## src/rtl/mem_bus_arbiter.sv

```systemverilog
`default_nettype none
// ============================================================================
// Module      : mem_bus_arbiter
// Description : Shares one memory bus between an instruction-fetch port and a
//               load/store port; optional round-robin via MEM_ARB_FAIR_EN.
// Revision    : 1.0 - initial release
// ============================================================================
module mem_bus_arbiter #(
    parameter int ADDR_WIDTH = 32,
    parameter int DATA_WIDTH = 32
) (
    input  logic                    clk,
    input  logic                    rst,
    input  logic                    flush,
    input  logic                    if_en,
    input  logic [ADDR_WIDTH-1:0]   if_addr,
    output logic [DATA_WIDTH-1:0]   if_rdata,
    output logic                    if_stall,
    input  logic                    data_en,
    input  logic [DATA_WIDTH/8-1:0] data_wen,
    input  logic [ADDR_WIDTH-1:0]   data_addr,
    input  logic [DATA_WIDTH-1:0]   data_wdata,
    output logic [DATA_WIDTH-1:0]   data_rdata,
    output logic                    data_stall,
    output logic                    bus_en,
    output logic [DATA_WIDTH/8-1:0] bus_wen,
    output logic [ADDR_WIDTH-1:0]   bus_addr,
    output logic [DATA_WIDTH-1:0]   bus_wdata,
    input  logic [DATA_WIDTH-1:0]   bus_rdata,
    input  logic                    bus_ready
);

    localparam int c_WEN_W = DATA_WIDTH / 8;

    typedef enum logic [1:0] {
        ST_IDLE      = 2'd0,
        ST_BUSY_IF   = 2'd1,
        ST_BUSY_DATA = 2'd2
    } state_t;

    state_t                  r_state;
    state_t                  w_state_next;
    logic                    r_discard;
    logic                    r_if_done;
    logic                    r_data_done;
    logic [DATA_WIDTH-1:0]   r_if_rdata;
    logic [DATA_WIDTH-1:0]   r_data_rdata;
    logic [c_WEN_W-1:0]      r_bus_wen;
    logic [ADDR_WIDTH-1:0]   r_bus_addr;
    logic [DATA_WIDTH-1:0]   r_bus_wdata;

    logic w_grant_data;
    logic w_grant_if;
    logic w_prefer_data;
    logic w_disc;
    logic w_if_cpl;
    logic w_data_cpl;
    logic w_if_pend;
    logic w_data_pend;
    logic w_if_stall;
    logic w_data_stall;
    logic w_advance;

    // A flush in the completion cycle itself also discards that result.
    assign w_disc      = r_discard | flush;
    assign w_if_cpl    = (r_state == ST_BUSY_IF)   & bus_ready & ~w_disc & if_en;
    assign w_data_cpl  = (r_state == ST_BUSY_DATA) & bus_ready & ~w_disc & data_en;
    assign w_if_pend   = if_en   & ~r_if_done;
    assign w_data_pend = data_en & ~r_data_done;

    assign w_if_stall   = ~flush & if_en   & ~r_if_done   & ~w_if_cpl;
    assign w_data_stall = ~flush & data_en & ~r_data_done & ~w_data_cpl;
    assign w_advance    = ~w_if_stall & ~w_data_stall;

`ifdef MEM_ARB_FAIR_EN
    logic r_last_data;

    assign w_prefer_data = ~r_last_data;

    always_ff @(posedge clk or negedge rst) begin
        if (!rst) begin
            r_last_data <= 1'b0;
        end else if (w_grant_data) begin
            r_last_data <= 1'b1;
        end else if (w_grant_if) begin
            r_last_data <= 1'b0;
        end
    end
`else
    assign w_prefer_data = 1'b1;
`endif

    always_ff @(posedge clk or negedge rst) begin
        if (!rst) begin
            r_state <= ST_IDLE;
        end else begin
            r_state <= w_state_next;
        end
    end

    // Grants are only made from IDLE, so each access costs at least two cycles.
    always_comb begin
        w_state_next = r_state;
        w_grant_data = 1'b0;
        w_grant_if   = 1'b0;
        case (r_state)
            ST_IDLE: begin
                if (!flush) begin
                    if (w_data_pend && (!w_if_pend || w_prefer_data)) begin
                        w_grant_data = 1'b1;
                        w_state_next = ST_BUSY_DATA;
                    end else if (w_if_pend) begin
                        w_grant_if   = 1'b1;
                        w_state_next = ST_BUSY_IF;
                    end
                end
            end
            ST_BUSY_IF, ST_BUSY_DATA: begin
                if (bus_ready) begin
                    w_state_next = ST_IDLE;
                end
            end
            default: begin
                w_state_next = ST_IDLE;
            end
        endcase
    end

    always_ff @(posedge clk or negedge rst) begin
        if (!rst) begin
            r_bus_wen   <= '0;
            r_bus_addr  <= '0;
            r_bus_wdata <= '0;
        end else if (w_grant_data) begin
            r_bus_wen   <= data_wen;
            r_bus_addr  <= data_addr;
            r_bus_wdata <= data_wdata;
        end else if (w_grant_if) begin
            r_bus_wen   <= '0;
            r_bus_addr  <= if_addr;
        end
    end

    // A flushed access still runs to completion but its result is dropped.
    always_ff @(posedge clk or negedge rst) begin
        if (!rst) begin
            r_discard <= 1'b0;
        end else if (r_state == ST_IDLE || bus_ready) begin
            r_discard <= 1'b0;
        end else if (flush) begin
            r_discard <= 1'b1;
        end
    end

    always_ff @(posedge clk or negedge rst) begin
        if (!rst) begin
            r_if_done    <= 1'b0;
            r_data_done  <= 1'b0;
            r_if_rdata   <= '0;
            r_data_rdata <= '0;
        end else begin
            if (w_advance) begin
                r_if_done   <= 1'b0;
                r_data_done <= 1'b0;
            end else begin
                if (w_if_cpl) begin
                    r_if_done <= 1'b1;
                end
                if (w_data_cpl) begin
                    r_data_done <= 1'b1;
                end
            end
            if (w_if_cpl) begin
                r_if_rdata <= bus_rdata;
            end
            if (w_data_cpl && (r_bus_wen == '0)) begin
                r_data_rdata <= bus_rdata;
            end
        end
    end

    assign bus_en     = (r_state != ST_IDLE);
    assign bus_wen    = r_bus_wen;
    assign bus_addr   = r_bus_addr;
    assign bus_wdata  = r_bus_wdata;
    assign if_rdata   = w_if_cpl   ? bus_rdata : r_if_rdata;
    assign data_rdata = w_data_cpl ? bus_rdata : r_data_rdata;
    assign if_stall   = w_if_stall;
    assign data_stall = w_data_stall;

endmodule
`default_nettype wire
```

## config.mk

```make
export PLATFORM = sky130hd
export DESIGN_NAME = mem_bus_arbiter
export DESIGN_NICKNAME = d
export VERILOG_FILES = /design/src/rtl/mem_bus_arbiter.sv
export SDC_FILE = /design/constraint.sdc
export NUM_CORES = 1
export LEC_CHECK = 0
export ABC_AREA = 1
export CAP_MARGIN = 10
export CORE_AREA = 4 4 128 130
export CTS_CLUSTER_SIZE = 14
export DETAILED_ROUTE_END_ITERATION = 10
export DIE_AREA = 0 0 132 134
export MAX_ROUTING_LAYER = met4
export PLACE_DENSITY = 0.79
export SKIP_CTS_REPAIR_TIMING = 1
export SYNTH_ARGS = -nofsm -noshare
export SYNTH_HDL_FRONTEND = slang
export SYNTH_SLANG_ARGS = --single-unit
```

## constraint.sdc

```tcl
create_clock -name clk -period 1.62 [get_ports clk]
set_input_delay 0.162 -clock clk [delete_from_list [all_inputs] [get_ports clk]]
set_output_delay 0.162 -clock clk [all_outputs]
set_load 0.02 [all_outputs]
```

==> impl_metrics.env <==
export IMPL_outcome="finished, violations left"
export IMPL_violations="negative setup slack"
export IMPL_routabilityCongestion=0.800
export IMPL_syn_avg_cell_area_um2=8.41
export IMPL_wire_per_inst_um=17.1
export IMPL_port_buffers=272
export IMPL_htreeDepth=4
export IMPL_yosysUniqueCellTypes=24
export IMPL_max_stage_delay_ns=0.36
export IMPL_required_ns=1.46
export IMPL_drtIter0Drc=297
export IMPL_num_rows=45
export IMPL_cpMaxStageDelayCell="dfrtp_1"
export IMPL_final_util_pct=74.0
export IMPL_firstDrtPassIters=7
export IMPL_die_h_um=134
export IMPL_worstSetupPathType="reg2out"
export IMPL_final_common_cell="nand2_1"
export IMPL_rsz0062_at_grt="yes"
export IMPL_hold_class="in2async"
export IMPL_worstReg2RegEnd="bus_addr[8]$_DFFE_PN0P_"
export IMPL_syn2layout_area_growth_pct=73.9
export IMPL_tightest_slew_ns=0.456
export IMPL_initial_core_util_pct=42.5
export IMPL_setup_tns_ns=-26.75
export IMPL_synth_area_mm2=0.00644
export IMPL_maxSlewHeadroom_pct=69.6
export IMPL_ir_drop_mv=1.08
export IMPL_worstSetupStartpointType="flip-flop"
export IMPL_path_delay_family="buffers and inverters"
export IMPL_clock_tree_root_cell="clkbuf_16"
export IMPL_reg2reg_setup_slack_ns=-0.03
export IMPL_setup_viol=94
export IMPL_synth_seq_cells=137
export IMPL_final_cell_mix="nand2_1, clkdlybuf4s50_1, dfrtp_1"
export IMPL_io_pin_count=273
export IMPL_finalCritPeriodShare_pct=128
export IMPL_synth_area_leaders="dfrtp_1, nand2_1, o21ai_0, o21ai_2, nand4_1"
export IMPL_antenna_found_initial=0
export IMPL_synth_seq_area_share_pct=53.2
export IMPL_cp_num_cells=10
export IMPL_dp_cells=1264
export IMPL_cp_startpoint="r_state[0]$_DFFE_PN0P_"
export IMPL_fin_cells=1317
export IMPL_crit_top_cell="nand2_4"
export IMPL_clock_sinks=137
export IMPL_routed_wl_um=22500
export IMPL_dp_hpwl_um=14300
export IMPL_cap_violations=0
export IMPL_fillCellCount=1051
export IMPL_fp_coreArea_mm2=0.0151
export IMPL_synth_area_leader_cell="dfrtp_1"
export IMPL_cts_tree="done"
export IMPL_timing_final_hold_violations=0
export IMPL_powerDensity_mw_per_mm2=1720
export IMPL_min_period_ns=2.08
export IMPL_critPathMaxFanout=5
export IMPL_ff2ff_path_depth=11
export IMPL_fin_ws_ns=-0.457
export IMPL_grt_ovfl_total=0
export IMPL_synthesis_instances=766
export IMPL_via_per_inst=5.05
export IMPL_clock_skew_ns=0.00877
export IMPL_grt_first_pass_wirelength_um=31600
export IMPL_drive_above_1_share_pct=27.4
export IMPL_synth_nets=907
export IMPL_slew_viol_final=0
export IMPL_cts_max_path_buffers=2
export IMPL_fmax_mhz=482
export IMPL_clk_latency_ns=0.42
export IMPL_hold_ws_ns=0.251
export IMPL_nets=1258
export IMPL_cp_end_kind="output port"
export IMPL_arrival_ns=1.91
export IMPL_dieArea_mm2=0.0177
export IMPL_track_usage_pct=22.6
export IMPL_grt_max_degree=49
export IMPL_fp_dieW_um=132
export IMPL_detail_route_antenna_nets=0
export IMPL_cp_num_buf_inv=5
export IMPL_cts_buffers=17
export IMPL_grt_pass1_vias=6330
export IMPL_crit_chain="buf_4 > ha_4 > nand2_4 > inv_4 > nand3_4 > buf_12 > buf_8 > nand2_4 > o21ai_4 > buf_6"
export IMPL_p_leak_nw=5.59
export IMPL_synth_top_area_share_pct=53.2
export IMPL_yosysWarningCount=0
export IMPL_vias=6657
export IMPL_r2r_start="r_state[1]$_DFFE_PN0P_"
export IMPL_drc_errors=0
export IMPL_antenna_cells=0
export IMPL_clk_pin_slew_worst_paths_ns=0.06
[synthesized netlist by cell type]
cell type and n:
a21boi_0 1, buf_2 13, buf_4 8, buf_6 18, buf_8 1, clkbuf_1 10, dfrtp_1 137, ha_1 3
inv_1 42, inv_2 3, inv_4 1, nand2_1 346, nand2_4 3, nand3_1 40, nand3b_4 1, nand4_1 33
nand4_4 1, nor2_1 4, nor2_2 2, nor2_4 2, nor3_1 1, o21ai_0 50, o21ai_1 20, o21ai_2 26
[stage by stage]
stage | worst slack, ns | power (mW) | instance area (um2)
after floorplan | -0.113 | 9.84 | 6440
after global placement | -0.578 | 14.1 | 9860
after detailed placement | -0.659 | 14.3 | 9860
after CTS | -1.04 | 18.2 | 10500
after global routing | -0.558 | 20.3 | 11200
final | -0.457 | 19.3 | 11200
[state kept, by name, summed over array words and instances, names as in the netlist]
signal and flops:
r_if_rdata 32, r_state 2, r_data_done 1, r_discard 1, r_data_rdata 32, bus_wen 4, bus_addr 32, bus_wdata 32
r_if_done 1
[layer usage]
| metal | vias to the layer above | global-route usage [%] | part of all wire [%] |
|---|---|---|---|
| li1 | 3156 | - | - |
| met1 | 3197 | 27.0 | 40 |
| met2 | 253 | 37.2 | 52 |
| met3 | 51 | 5.51 | 6.2 |
| met4 | 0 | 8.28 | 2.6 |
| met5 | - | - | 0 |
[worst max-delay path by stage]
stage,endpoint,slack [ns]
6_report,if_rdata[24],-0.46
5_1_grt,if_rdata[30],-0.56
4_1_cts,if_rdata[24],-1.04
3_5_place_dp,if_rdata[24],-0.66
3_3_place_gp,if_rdata[24],-0.58
2_1_floorplan,r_if_rdata[21]$_DFF_PN0_,-0.11
[cells by family after synthesis]
| logic type | Yosys count | synth area share [%] |
|---|---|---|
| simple gates | 433 | 28.5 |
| compound gates | 97 | 9.09 |
| flops | 137 | 53.2 |
| buf+inv | 96 | 8.62 |
| fa+ha+maj | 3 | 0.583 |
[power breakdown]
| part | switching [mW] | total, mW | internal, mW |
|---|---|---|---|
| combinational | 5.19 | 9.85 | 4.66 |
| clock | 1.50 | 3.89 | 2.38 |
| sequential | 0.751 | 5.58 | 4.83 |
| total | 7.45 | 19.3 | 11.9 |
[final cells by class]
cell class	count	area (um2)	area share [%]
clock buffers	21	470	4.20
clock inverters	10	118	1.05
inverters	46	188	1.68
multi-input cells	534	2860	25.5
flip-flops and latches	137	3430	30.6
well taps	188	235	2.10
repair buffers	381	3910	34.9
(Power assumes the default switching activity.)
